--- config.mk ---
export PLATFORM = sky130hd
export DESIGN_NAME = mc_core_seq
export DESIGN_NICKNAME = d
export VERILOG_FILES = /design/src/rtl/mc_core_seq.sv
export SDC_FILE = /design/constraint.sdc
export NUM_CORES = 1
export LEC_CHECK = 0
export BUFFER_PORTS_ARGS = -buffer_cell sky130_fd_sc_hd__buf_2
export CORE_MARGIN = 2
export CORE_UTILIZATION = 50
export CTS_CLUSTER_SIZE = 16
export DETAILED_ROUTE_END_ITERATION = 10
export GPL_TIMING_DRIVEN = 0
export MAX_ROUTING_LAYER = met4
export PLACE_DENSITY_LB_ADDON = 0.05
export SETUP_SLACK_MARGIN = 0.05
export SLEW_MARGIN = 5
export SYNTH_ARGS = -nofsm -noshare
export SYNTH_HDL_FRONTEND = slang
export SYNTH_SLANG_ARGS = --single-unit
--- constraint.sdc ---
create_clock -name clk -period 4.8 [get_ports clk]
set_input_delay 0.72 -clock clk [delete_from_list [all_inputs] [get_ports clk]]
set_output_delay 0.72 -clock clk [all_outputs]
set_load 0.05 [all_outputs]
--- src/rtl/mc_core_seq.sv ---
// Multi-cycle instruction sequencer: owns PC/IR, handshakes with instruction and data
// memories, gates register-file writes and keeps cycle / retired-instruction counters.
module mc_core_seq #(
    parameter int PC_W     = 10,
    parameter int INST_W   = 32,
    parameter int XLEN     = 64,
    parameter int BR_SHIFT = 2,
    parameter int RESET_PC = 0,
    parameter int CNT_W    = 32
) (
    input  logic              clk,
    input  logic              rstn,
    input  logic              halt_i,
    output logic              imem_req,
    output logic [PC_W-1:0]   imem_addr,
    input  logic              imem_ack,
    input  logic [INST_W-1:0] imem_rdata,
    input  logic              is_mem,
    input  logic              branch_taken,
    input  logic [XLEN-1:0]   imm,
    output logic              dmem_en,
    input  logic              dmem_ack,
    output logic              rf_we_en,
    output logic [PC_W-1:0]   pc,
    output logic [INST_W-1:0] ir,
    output logic              ir_load,
    output logic [2:0]        state,
    output logic [CNT_W-1:0]  cycle_cnt,
    output logic [CNT_W-1:0]  instret_cnt
);

    // state  | meaning
    // FETCH  | imem_req high, wait for imem_ack, capture ir
    // DECODE | ir stable, downstream decode settles
    // EXEC   | capture branch decision and target
    // MEM    | dmem_en high, wait for dmem_ack
    // WB     | rf write gate, advance pc, retire
    // HALT   | idle until halt_i drops; counters frozen
    typedef enum logic [2:0] {
        FETCH  = 3'd0,
        DECODE = 3'd1,
        EXEC   = 3'd2,
        MEM    = 3'd3,
        WB     = 3'd4,
        HALT   = 3'd5
    } state_t;

    state_t            state_q;
    logic [PC_W-1:0]   pc_q;
    logic [PC_W-1:0]   tgt_q;
    logic              taken_q;
    logic [INST_W-1:0] ir_q;
    logic              ir_load_q;
    logic [CNT_W-1:0]  cycle_cnt_q;
    logic [CNT_W-1:0]  instret_cnt_q;

    // Strobes come straight from the state register; rstn gating keeps them low during reset.
    assign imem_req    = rstn && (state_q == FETCH);
    assign dmem_en     = rstn && (state_q == MEM);
    assign rf_we_en    = rstn && (state_q == WB);
    assign imem_addr   = pc_q;
    assign pc          = pc_q;
    assign ir          = ir_q;
    assign ir_load     = ir_load_q;
    assign state       = state_q;
    assign cycle_cnt   = cycle_cnt_q;
    assign instret_cnt = instret_cnt_q;

    always_ff @(posedge clk or negedge rstn) begin
        if (!rstn) begin
            state_q       <= FETCH;
            pc_q          <= PC_W'(RESET_PC);
            tgt_q         <= '0;
            taken_q       <= 1'b0;
            ir_q          <= '0;
            ir_load_q     <= 1'b0;
            cycle_cnt_q   <= '0;
            instret_cnt_q <= '0;
        end else begin
            ir_load_q <= 1'b0;
            if (state_q != HALT) begin
                cycle_cnt_q <= cycle_cnt_q + CNT_W'(1);
            end
            case (state_q)
                FETCH: begin
                    if (imem_ack) begin
                        ir_q      <= imem_rdata;
                        ir_load_q <= 1'b1;
                        state_q   <= DECODE;
                    end
                end
                DECODE: state_q <= EXEC;
                EXEC: begin
                    taken_q <= branch_taken;
                    // Arithmetic shift turns the byte offset into a word offset, sign preserved.
                    tgt_q   <= pc_q + PC_W'($signed(imm) >>> BR_SHIFT);
                    state_q <= is_mem ? MEM : WB;
                end
                MEM: begin
                    if (dmem_ack) begin
                        state_q <= WB;
                    end
                end
                WB: begin
                    pc_q          <= taken_q ? tgt_q : pc_q + PC_W'(1);
                    instret_cnt_q <= instret_cnt_q + CNT_W'(1);
                    state_q       <= halt_i ? HALT : FETCH;
                end
                HALT: begin
                    if (!halt_i) begin
                        state_q <= FETCH;
                    end
                end
                default: state_q <= FETCH;
            endcase
        end
    end

endmodule
; Word level (Yosys, flattened, before mapping)
; Index checks and enable logic that the tools add are counted.
[word_totals]
regBits = 121
in_bits = 103
out_inout_bits = 123
[op_classes]
n_addsub = 4
eq_ne = 9
muxes = 9
reduce_logical = 6
[op_table]
columns = cell, count
row1 = $add A32 B1 Y32 const B, 2
row2 = $pmux W3 S6, 1
row3 = $mux W3, 5
row4 = $add A10 B1 Y10 const B, 1
row5 = $add A10 B10 Y10, 1
row6 = $mux W10, 1
row7 = $eq A3 B2 Y1 const B, 2
row8 = $eq A3 B3 Y1 const B, 2
row9 = $ne A2 B2 Y1 const B, 3
row10 = $eq A3 B1 Y1 const B, 1
row11 = $logic_and A1 B1 Y1, 3
row12 = $logic_not A3 Y1, 1
row13 = $ne A3 B3 Y1 const B, 1
row14 = $reduce_and A3 Y1, 1
row15 = $mux W1, 2
row16 = $reduce_and A2 Y1, 1

; Depth between registers and ports, before layout
[depth]
depth_word = 3
mapped_depth = 7
depth_no_buf = 7

; Worst setup path after synthesis
; OpenSTA, ideal clock, no wires.
[synth_path]
path_type = register to output
startpoint = reg state_q[0] (netlist: state[0])
endpoint = out imem_req
arrival_ps = 2543
required_time_ps = 4080
setup_slack_ps = 1537
stages_incl_launch_ff = 3
path_cell_list = dfrtp_1 -> clkbuf_1 -> nor4b_1
[synth_between]
elab_chain_cells = 2
[synth_lines]
columns = item, line
row1 = "start, declared", 48  ; state_t state_q;
row2 = "start signal, assigned", 97  ; state_q <= is_mem ? MEM : WB;
row3 = "start signal, assigned", 107  ; state_q <= halt_i ? HALT : FETCH;
row4 = $logic_not A3 Y1, 58  ; assign imem_req = rstn && (state_q == FETCH);
row5 = $logic_and A1 B1 Y1, 58
row6 = "end, declared", 14  ; output logic imem_req,
; Every way passes these cells.

; Worst setup path after layout
[layout_path]
startpoint = reg state_q[0] (netlist: state[0])
endpoint = out rf_we_en
[layout_between]
elab_chain_cells = 2
[layout_lines]
columns = item, line
row1 = $eq A3 B3 Y1, 60  ; assign rf_we_en = rstn && (state_q == WB);
row2 = $logic_and A1 B1 Y1, 60
row3 = "end, declared", 23  ; output logic rf_we_en,
; Every way passes these cells.

==> results.sh <==
export IMPL_place_hpwl_um=9510
export IMPL_routedWlPerCell_um=14.9
export IMPL_hold_buffers=0
export IMPL_fillers=888
export IMPL_nNetsFinal=820
export IMPL_clk_path_buf_depth=2
export IMPL_rrSetupSlack_ps=2420
export IMPL_period_share_pct=64.4
export IMPL_area_growth_syn_to_layout_pct=28.0
export IMPL_grt_overflow_total=0
export IMPL_grt_pass1_vias=4279
export IMPL_cp_top_family="simple AND/OR/NAND/NOR gates"
export IMPL_path_clk_slew_ps=50
export IMPL_p_seq_share_pct=31.5
export IMPL_p_comb_share_pct=46.6
export IMPL_p_clk_share_pct=21.9
export IMPL_die_w_um=110
export IMPL_syn_nets=629
export IMPL_rr_worst_depth=7
export IMPL_grtUsageTotal_pct=22.4
export IMPL_cts_buffers=17
export IMPL_synth_area_um2=5660
export IMPL_power_leakage_uw=0.00362
export IMPL_critPathSlowestCell="nor3_1"
export IMPL_worst_slew_pin_slew_ps=1040
export IMPL_synthCells=513
export IMPL_p_sw_uw=2320
export IMPL_crit_path_end_kind="output port"
export IMPL_synth_top_cell_by_area="dfrtp_1"
export IMPL_period_needed_ps=3090
export IMPL_ant_nets=0
export IMPL_cts_resized=0
export IMPL_r2r_end="tgt_q[6]"
export IMPL_num_io_pins=226
export IMPL_cts_max_level=4
export IMPL_wl_um=12800
export IMPL_cts_tree="yes"
export IMPL_synth_area_top_cells="dfrtp_1 54%, xnor2_1 7.4%, mux2_2 6.6%, nand2_1 4.4%, xor2_1 3.1%"
export IMPL_core_area_um2=10900
export IMPL_route_detailed_drc=0
export IMPL_status="completed"
export IMPL_viasPerCell=5.23
export IMPL_worstSkewPairLatency_ps=410
export IMPL_r2r_start="imem_addr[0]"
export IMPL_power_density_nw_per_um2=695
export IMPL_finalSetupTns_ps=0
export IMPL_grt_max_degree=93
export IMPL_clock_sinks=121
export IMPL_crit_chain="clkbuf_1 > nor3_1 > and2_1 > buf_2"
export IMPL_critPathMaxStageDelay_ps=830
export IMPL_start_util_pct=51.7
export IMPL_relSlewSlack_pct=30.0
export IMPL_final_common_cell="buf_2"
export IMPL_rows=38
export IMPL_swShare_pct=46.2
export IMPL_drtIter0Drc=161
export IMPL_drv_slew=0
export IMPL_yosys_warnings=0
export IMPL_vdd_ir_drop_max_mv=0.452
export IMPL_ys_ff_latch=121
export IMPL_min_path_type="in2async"
export IMPL_portBuffers=171
export IMPL_fin_skew_ps=7.01
export IMPL_cp_num_buf_inv=2
export IMPL_yosysUniqueCellTypes=45
export IMPL_fmax_mhz=323
export IMPL_path_max_fanout=10
export IMPL_cp_data_required_time_ps=4080
export IMPL_grt_pass1_wl_um=20200
export IMPL_layout_common_cells="178 x buf_2, 121 x dfrtp_1, 67 x nand2_1"
export IMPL_hold_violations=0
export IMPL_fp_dieArea_um2=12200
export IMPL_root_buffer="clkbuf_16"
export IMPL_setup_viol_count_final=0
export IMPL_fp_dieH_um=110
export IMPL_synth_top_cell_area_share_pct=53.5
export IMPL_ys_seq_area_share_pct=53.5
export IMPL_postCtsSetupRepairBufs=0
export IMPL_antenna_found_initial=0
export IMPL_route_vias_total=4470
export IMPL_max_cap_violations=0
export IMPL_diodes=0
export IMPL_synth_avg_cell_area_um2=11.0
export IMPL_internal_power_uw=2710
export IMPL_critPathArrivalTime_ps=2370
export IMPL_drive_gt1_share_pct=35.7
export IMPL_endpoint="rf_we_en"
export IMPL_crit_path_start="state[0]"
export IMPL_worst_path_stages=4
export IMPL_dr_pass1_iters=4
export IMPL_globalplace_congestion=0.809
export IMPL_critical_path_class="reg2out"
export IMPL_critPathLaunchType="register"
export IMPL_holdWs_ps=197
export IMPL_rsz0062_at_grt="false"
-- cell usage after synthesis, drive strengths merged --
library cell	number
a211oi	5
a21o	2
a21oi	16
a22oi	2
a311oi	2
a31oi	6
and2	3
and3	10
and4	6
buf	18
clkbuf	8
dfrtp	121
fa	1
ha	12
inv	4
mux2	33
mux2i	3
nand2	67
nand2b	3
nand3	25
nand3b	1
nand4	13
nor2	29
nor3	13
nor4	4
nor4b	2
o211ai	1
o21ai	25
o21bai	1
o22a	2
o22ai	1
o2bb2ai	2
o31ai	1
or2	1
or3b	1
or4b	1
xnor2	48
xor2	20
-- worst min path at each step --
stage,startpoint,cells after the start,slack (ps),end
3_3_place_gp,cycle_cnt[31],1,460,cycle_cnt[31]
4_1_cts,rstn,1,190,instret_cnt[21]
3_5_place_dp,instret_cnt[31],1,460,instret_cnt[31]
6_report,rstn,1,200,instret_cnt[22]
5_1_grt,rstn,1,210,instret_cnt[21]
2_1_floorplan,rstn,0,420,cycle_cnt[0]
-- registers in the layout, summed over array words and instances, names as in the netlist --
name / flops
cycle_cnt: 32
instret_cnt: 32
state: 3
tgt_q: 10
imem_addr: 10
ir_load: 1
ir: 32
taken_q: 1
-- metal layers --
layer	global-route usage, %	vias up	part of all wire [%]	wire [µm]
met3	7.00	18	7.8	996
met4	7.86	0	1.2	155
met2	35.9	153	48	6190
met1	26.9	2122	43	5440
li1	-	2177	-	-
met5	-	-	0	0
-- cells by family (layout without fill, tap and decap cells) --
family,count (synthesis),count (layout),share of synthesized area (%)
AO/OA/AOI/OAI,66,66,6.93
XOR/XNOR,68,68,10.5
adder cells (fa/ha/maj),13,13,3.01
buffers and inverters,30,232,2.83
flip-flops,121,121,53.5
multiplexers,36,36,7.10
AND/OR/NAND/NOR,179,179,16.1
-- through the flow --
| stage | setup WS, ps | instance area, µm² | instances | total power (µW) | utilization, % |
|---|---|---|---|---|---|
| final | 1710 | 7240 | 855 | 5030 | 66.2 |
| after global routing | 1410 | 7240 | 855 | 5340 | 66.2 |
| after CTS | 1600 | 7240 | 855 | 5070 | 66.2 |
| after detailed placement | 1990 | 6720 | 825 | 3960 | 61.5 |
| after global placement | 621 | 6690 | 824 | 3900 | 61.1 |
| after floorplan | 1540 | 5660 | 513 | 3370 | - |
-- power groups by stage --
stage	sequential (µW)	combinational (µW)	clock, µW
after global routing	1630	2530	1180
after CTS	1590	2370	1120
after detailed placement	1600	2360	0
after global placement	1580	2320	0
after floorplan	2380	993	0
final	1590	2340	1100
-- final cells by class --
cell class	instances	area (µm²)	share of cell area [%]
sequential	121	3030	41.8
inverter	4	15.0	0.207
clock buffer	27	503	6.95
clock inverter	3	15.0	0.207
multi-input combinational	362	2470	34.1
buffer	26	145	2.01
tap	140	175	2.42
timing repair buffer	172	890	12.3
Power figures use the tool's default switching activity.
